## src/rtl/message_schedule_if.sv

```systemverilog
// Handshake bundle between message_build, the schedule expander and the round logic.
// The slave side is the schedule block; the master side is the upstream/downstream pair.
interface message_schedule_if;
    logic [511:0] data_in;
    logic         data_in_last;
    logic         data_in_valid;
    logic         data_in_ready;
    logic [31:0]  data_out;
    logic [5:0]   data_out_index;
    logic         data_out_last;
    logic         data_out_valid;
    logic         data_out_ready;

    modport master (
        output data_in, data_in_last, data_in_valid, data_out_ready,
        input  data_in_ready, data_out, data_out_index, data_out_last, data_out_valid
    );

    modport slave (
        input  data_in, data_in_last, data_in_valid, data_out_ready,
        output data_in_ready, data_out, data_out_index, data_out_last, data_out_valid
    );
endinterface

```

## src/rtl/message_schedule.sv

```systemverilog
// SHA-256 message schedule: expands one 512-bit block into W[0..63] using a
// 16-word sliding window, streaming one word per accepted output transfer.
module message_schedule (
    input  logic               clk,
    input  logic               rst,
    message_schedule_if.slave  bus
);
    typedef enum logic {IDLE, EMIT} state_t;

    state_t      state, state_next;
    logic [31:0] w [16];
    logic [5:0]  t;
    logic        last_q;
    logic        in_ready;
    logic        out_valid;
    logic        in_fire;
    logic        out_fire;
    logic [31:0] w_new;

    function automatic logic [31:0] sig0(input logic [31:0] x);
        return {x[6:0], x[31:7]} ^ {x[17:0], x[31:18]} ^ (x >> 3);
    endfunction

    function automatic logic [31:0] sig1(input logic [31:0] x);
        return {x[16:0], x[31:17]} ^ {x[18:0], x[31:19]} ^ (x >> 10);
    endfunction

    assign in_fire  = bus.data_in_valid & in_ready;
    assign out_fire = out_valid & bus.data_out_ready;
    assign w_new    = sig1(w[14]) + w[9] + sig0(w[1]) + w[0];

    always_comb begin
        state_next = state;
        case (state)
            IDLE:    if (in_fire) state_next = EMIT;
            EMIT:    if (out_fire && t == 6'd63) state_next = IDLE;
            default: state_next = IDLE;
        endcase
    end

    // Handshake flags are registered from the next state so they track the FSM exactly.
    always_ff @(posedge clk) begin
        if (rst) begin
            state     <= IDLE;
            t         <= '0;
            last_q    <= 1'b0;
            in_ready  <= 1'b0;
            out_valid <= 1'b0;
            for (int unsigned i = 0; i < 16; i++) w[i] <= '0;
        end else begin
            state     <= state_next;
            in_ready  <= (state_next == IDLE);
            out_valid <= (state_next == EMIT);
            if (in_fire) begin
                for (int unsigned i = 0; i < 16; i++) w[i] <= bus.data_in[511 - 32*i -: 32];
                last_q <= bus.data_in_last;
                t      <= '0;
            end else if (out_fire) begin
                for (int unsigned i = 0; i < 15; i++) w[i] <= w[i+1];
                w[15] <= w_new;
                t     <= t + 6'd1;
            end
        end
    end

    assign bus.data_in_ready  = in_ready;
    assign bus.data_out_valid = out_valid;
    assign bus.data_out       = w[0];
    assign bus.data_out_index = t;
    assign bus.data_out_last  = out_valid & last_q & (t == 6'd63);
endmodule

```

## src/flat_wrapper.sv

```systemverilog
// flat-port wrapper written by rule: the top's interface ports become plain ports
module message_schedule_flat 
  (clk, rst, bus_data_in, bus_data_in_last, bus_data_in_valid, bus_data_out_ready, bus_data_in_ready, bus_data_out, bus_data_out_index, bus_data_out_last, bus_data_out_valid);
  message_schedule_if bus_i ();
  input  logic clk;
  input  logic rst;
  input wire logic [$bits(bus_i.data_in)-1:0] bus_data_in;
  input wire logic [$bits(bus_i.data_in_last)-1:0] bus_data_in_last;
  input wire logic [$bits(bus_i.data_in_valid)-1:0] bus_data_in_valid;
  input wire logic [$bits(bus_i.data_out_ready)-1:0] bus_data_out_ready;
  output wire logic [$bits(bus_i.data_in_ready)-1:0] bus_data_in_ready;
  output wire logic [$bits(bus_i.data_out)-1:0] bus_data_out;
  output wire logic [$bits(bus_i.data_out_index)-1:0] bus_data_out_index;
  output wire logic [$bits(bus_i.data_out_last)-1:0] bus_data_out_last;
  output wire logic [$bits(bus_i.data_out_valid)-1:0] bus_data_out_valid;
  assign bus_i.data_in = bus_data_in;
  assign bus_i.data_in_last = bus_data_in_last;
  assign bus_i.data_in_valid = bus_data_in_valid;
  assign bus_i.data_out_ready = bus_data_out_ready;
  assign bus_data_in_ready = bus_i.data_in_ready;
  assign bus_data_out = bus_i.data_out;
  assign bus_data_out_index = bus_i.data_out_index;
  assign bus_data_out_last = bus_i.data_out_last;
  assign bus_data_out_valid = bus_i.data_out_valid;
  message_schedule u_core (.clk(clk), .rst(rst), .bus(bus_i));
endmodule
```

## config.mk

```make
export PLATFORM = sky130hd
export DESIGN_NAME = message_schedule_flat
export DESIGN_NICKNAME = d
export VERILOG_FILES = /design/src/rtl/message_schedule_if.sv /design/src/rtl/message_schedule.sv /design/src/flat_wrapper.sv
export SDC_FILE = /design/constraint.sdc
export NUM_CORES = 1
export LEC_CHECK = 0
export ABC_CLOCK_PERIOD_IN_PS = 7600
export BUFFER_PORTS_ARGS = -buffer_cell sky130_fd_sc_hd__buf_2
export CAP_MARGIN = 20
export CORE_ASPECT_RATIO = 1.25
export CORE_MARGIN = 2
export CORE_UTILIZATION = 55
export DETAILED_ROUTE_END_ITERATION = 12
export GPL_TIMING_DRIVEN = 0
export PLACE_DENSITY = 0.87
export SLEW_MARGIN = 25
export SYNTH_ARGS = -nofsm -noshare
export SYNTH_HDL_FRONTEND = slang
export SYNTH_SLANG_ARGS = --single-unit
```

## constraint.sdc

```tcl
create_clock -name clk -period 7.6 [get_ports clk]
set_input_delay 0.38 -clock clk [delete_from_list [all_inputs] [get_ports clk]]
set_output_delay 0.38 -clock clk [all_outputs]
set_load 0.01 [all_outputs]
```

# After elaboration in Yosys (flattened, before gate mapping)
# Memories as Yosys holds them, arrays and structs flattened.
# Cells that the tools add are included.
[totals]
wordCells = 97
memories = 1
output_inout_bits = 41
mem_bits_rw = 512
inputBits = 517
regBits = 9
[memory_table]
columns = ["memory", "depth", "word_bits", "read_ports", "rd_ports_with_merged_regs", "write_ports", "line", "text"]
rows = [
  ["u_core.w", 16, 32, 16, 0, 16, "message_schedule.sv:11", "logic [31:0] w [16];"],
]
[classes]
n_bitwise = 42
eq_ne = 1
n_mux = 43
n_reduce_logical = 2
add_sub_neg = 4
[ops]
columns = ["cell", "count"]
rows = [
  ["32-bit 2-to-1 mux", 32],
  ["32-bit adder", 3],
  ["32-bit XOR", 2],
  ["1-bit OR", 32],
  ["32-bit by 22-bit XOR with 32-bit output", 1],
  ["32-bit by 29-bit XOR with 32-bit output", 1],
  ["1-bit 2-to-1 mux", 10],
  ["6-bit by 1-bit adder with 6-bit output (second input constant)", 1],
  ["6-bit equality test (second input constant)", 1],
  ["1-bit AND", 4],
  ["1-bit inverter", 2],
  ["1-bit case mux with 2 select lines", 1],
  ["2-bit OR reduction", 1],
  ["1-bit logical AND", 1],
]

# Depth between registers and ports, before layout
[logic_depth]
word_depth = 6
mapped_depth = 16
depth_no_buf = 16

# Least setup slack after synthesis
# No wires, ideal clock.
[synth_timing]
path_kind = "input to register"
from = "input port bus_data_in_valid"
to = "memory u_core.w[0][0], enable pin"
t_arrival_ns = 4.899
path_slack_ns = 0.739
setup_time_ns = 1.962
t_required_ns = 5.638
cell_stages = 2
path_buffers = 0
path_cell_list = "a21oi_1 -> nand2_1"
[synth_lines]
columns = ["element", "line", "text"]
rows = [
  ["from (decl)", "flat_wrapper.sv:9", "input wire logic [$bits(bus_i.data_in_valid)-1:0] bus_data_in_valid;"],
  ["to (decl)", "message_schedule.sv:11", ""],
]

==> impl_metrics.toml <==
[routing]
wl_per_cell_um = 29.9
routed-via-count = 18993
detail-route-antenna-nets = 0
dr.pass1.iters = 7
drc = 0
drt_iter0_markers = 1710
viasPerCell = 6.24
wl_um = 91100

[cts]
hold_buffers = 2
cts.repair.resized = 0
cts_setup_buffers = 0
clkLatencyLatePin_ps = 630
clock-sinks = 521
cts_tree = "built"
htreeDepth = 2
clkTransAtPathRegs_ps = 70
root_buffer = "clkbuf_16"
cts-buffers-inserted = 50
clockBufferDepth = 3

[synth]
synth_top_area_share_pct = 60.6
postSynth.asyncResetShare_pct = 0
yosysWarningCount = 0
synth-edff-count = 512
synth_cell_types = 56
ys_ff_latch = 521
yosys-top-cells-area = "edfxtp_1 (61%), a22o_1 (17%), fa_1 (4.9%)"
synth_fp_nets = 2396
avgSynthCellArea_um2 = 14.2
syn_inst = 1785
netlist_top_cells_count = "edfxtp_1 (512), a22o_1 (482), inv_1 (149)"
ys.flop_type = "edfxtp_1"
yosysTopAreaCell = "edfxtp_1"
synth_most_common_cell = "edfxtp_1"
yosysSeqAreaShare_pct = 61.3
syn-cell-area_mm2 = 0.0254

[global_route]
grt_max_degree = 60
grt_pass1_vias = 18838
grtUsageTotal_pct = 37.4
globalRoute.totalOverflow = 0
grt_pass1_wl_um = 126000
antenna_found_initial = 32

[worst_setup_path]
crit_cells = 16
reg2reg_depth = 16
arrival_ps = 5220
reg2reg_to = "u_core.w[15][27]$_DFFE_PP_"
endpoint = "u_core.w[15][27]$_DFFE_PP_"
max_stage_delay_ps = 580
timing.rr.start = "u_core.w[1][19]$_SDFFCE_PN0P_"
crit_fanout = 4
cp-startpoint = "u_core.w[1][19]$_SDFFCE_PN0P_"
r2r_slack_ps = 2710
worst_setup_path_end_kind = "flip-flop"
path_buf_inv = 3
crit_type = "flip-flop to flip-flop"
worstPathRequired_ps = 7930
crit_family = "adder cells"
cp-start-kind = "flip-flop"
crit_chain = "xnor2_1, xnor2_1, fa_1, inv_1, fa_1, inv_1, ha_1, inv_1, fa_1, nand2b_1, a21oi_4, o2111ai_1, a21oi_2, o21ai_1, a21o_1, a32o_1"
slowest_stage = "edfxtp_1"

[floorplanning]
rows = 87
die_y_um = 244
core-area_mm2 = 0.0453
fp.dieW_um = 196
die_area_mm2 = 0.0478
io_pins = 558
start_util_pct = 56.0

[final_layout]
nFillCells = 3230
finalCoreUtilization_pct = 68.1
area_delta_synth_final_pct = 21.5
drive_gt1_share_pct = 28.1
nNetsFinal = 3017

[power]
power.leakage_nw = 13.1
powerDensity_mw_per_mm2 = 310
vdd_ir_drop_max_v = 0.000197

[worst_hold_path]
hp-class = "input pin to flip-flop"

[sta]
setup_tns_ps = 0
finalCriticalPeriod_ps = 4890
hold_viol = 0
period_share_pct = 64.4
maxSlewViolCount = 0
slew_headroom_pct = 38.1
max_freq_ghz = 0.204
tightest_slew_ps = 928
clock_skew_ps = 36.2
rsz0062_at_grt = "false"
finalSetupViolCount = 0

[placed_design]
dp_hpwl_um = 72100
io_buffers = 557
place_congestion = 1.03

[flow_run]
cap_viol_max_count = 0

[status]
status = "finished, final reports clean"
-- cells by family (layout without fill, tap and decap cells) --
group,after synthesis,count (layout),share of synthesized area (%)
AOI/OAI and AO/OA,613,613,20.2
xor gates and xnor gates,148,148,5.11
adders and majority gates,94,94,6.47
buffers and inverters,273,934,4.42
DFF,521,521,61.3
muxes,2,2,0.0790
other,0,21,0
and+or+nand+nor,134,134,2.36
-- report_power, final --
group	total (mW)	switching (mW)	internal, mW
combinational	3.38	2.07	1.32
clock	2.48	1.14	1.34
sequential	3.68	0.217	3.46
total	9.54	3.42	6.12
-- placed cells by master (no fill, tap or decap), types with 7 or more instances in the layout --
master	count
buf_2	574
edfxtp_1	512
a22o_1	482
inv_1	149
xnor2_1	119
clkbuf_1	96
fa_1	62
nand2_1	58
clkbuf_16	51
a21oi_1	36
nor2_1	32
o21ai_0	32
ha_1	32
xor2_1	29
diode_2	21
nand3_1	13
clkinv_1	12
clkinv_2	11
dfxtp_1	9
buf_1	7
o21a_1	7
nand4_1	7
buf_16	7
-- layout make-up --
type	count	area, µm²	share of cell area (%)
inverters	149	559	1.81
multi-input cells	991	8700	28.2
clock buffers	55	1290	4.19
flip-flops and latches	521	15600	50.5
clock inverters	37	314	1.02
diodes	21	52.6	0.171
plain buffers	124	562	1.82
repair buffers	569	3060	9.93
well taps	578	723	2.35
-- metal layers --
metal | wire length [µm] | vias to the layer above | global-route usage (%)
li1 | - | 8149 | -
met1 | 30900 | 9313 | 42.8
met2 | 44800 | 1202 | 63.4
met3 | 8950 | 293 | 9.42
met4 | 6220 | 36 | 22.3
met5 | 241 | - | 0
-- sequential cells by signal, indices dropped and copies added (netlist names) --
signal / count
u_core.bus.data_out_index: 6
u_core.state: 1
u_core.w: 512
u_core.last_q: 1
u_core.bus.data_in_ready: 1
-- worst min path at each step --
| stage | start | to | depth (start not counted) |
|---|---|---|---|
| final | bus_data_in[74] | u_core.w[13][10]$_DFFE_PP_ | 2 |
| after global routing | bus_data_in[196] | u_core.w[9][4]$_DFFE_PP_ | 2 |
| after CTS | bus_data_in[290] | u_core.w[6][2]$_SDFFCE_PN0P_ | 2 |
| after detailed placement | u_core.last_q$_SDFFE_PP0P_ | u_core.last_q$_SDFFE_PP0P_ | 1 |
| after global placement | u_core.last_q$_SDFFE_PP0P_ | u_core.last_q$_SDFFE_PP0P_ | 1 |
| after floorplan | u_core.last_q$_SDFFE_PP0P_ | u_core.last_q$_SDFFE_PP0P_ | 1 |
-- through the flow --
step                instances  cell area, µm²  worst slack (ps)  hold slack, ps  total power [mW]
detailed placement       2930           29100              2780             482              7.00
floorplan                1785           25400               739             449              5.93
global route             3038           30800              2560            31.0              9.92
finish                   3045           30800              2710            34.2              9.54
CTS                      3024           30800              2720            18.9              9.46
global placement         2920           28900             -1710             468              7.01
Note: power is estimated with default switching activity, not from simulation.
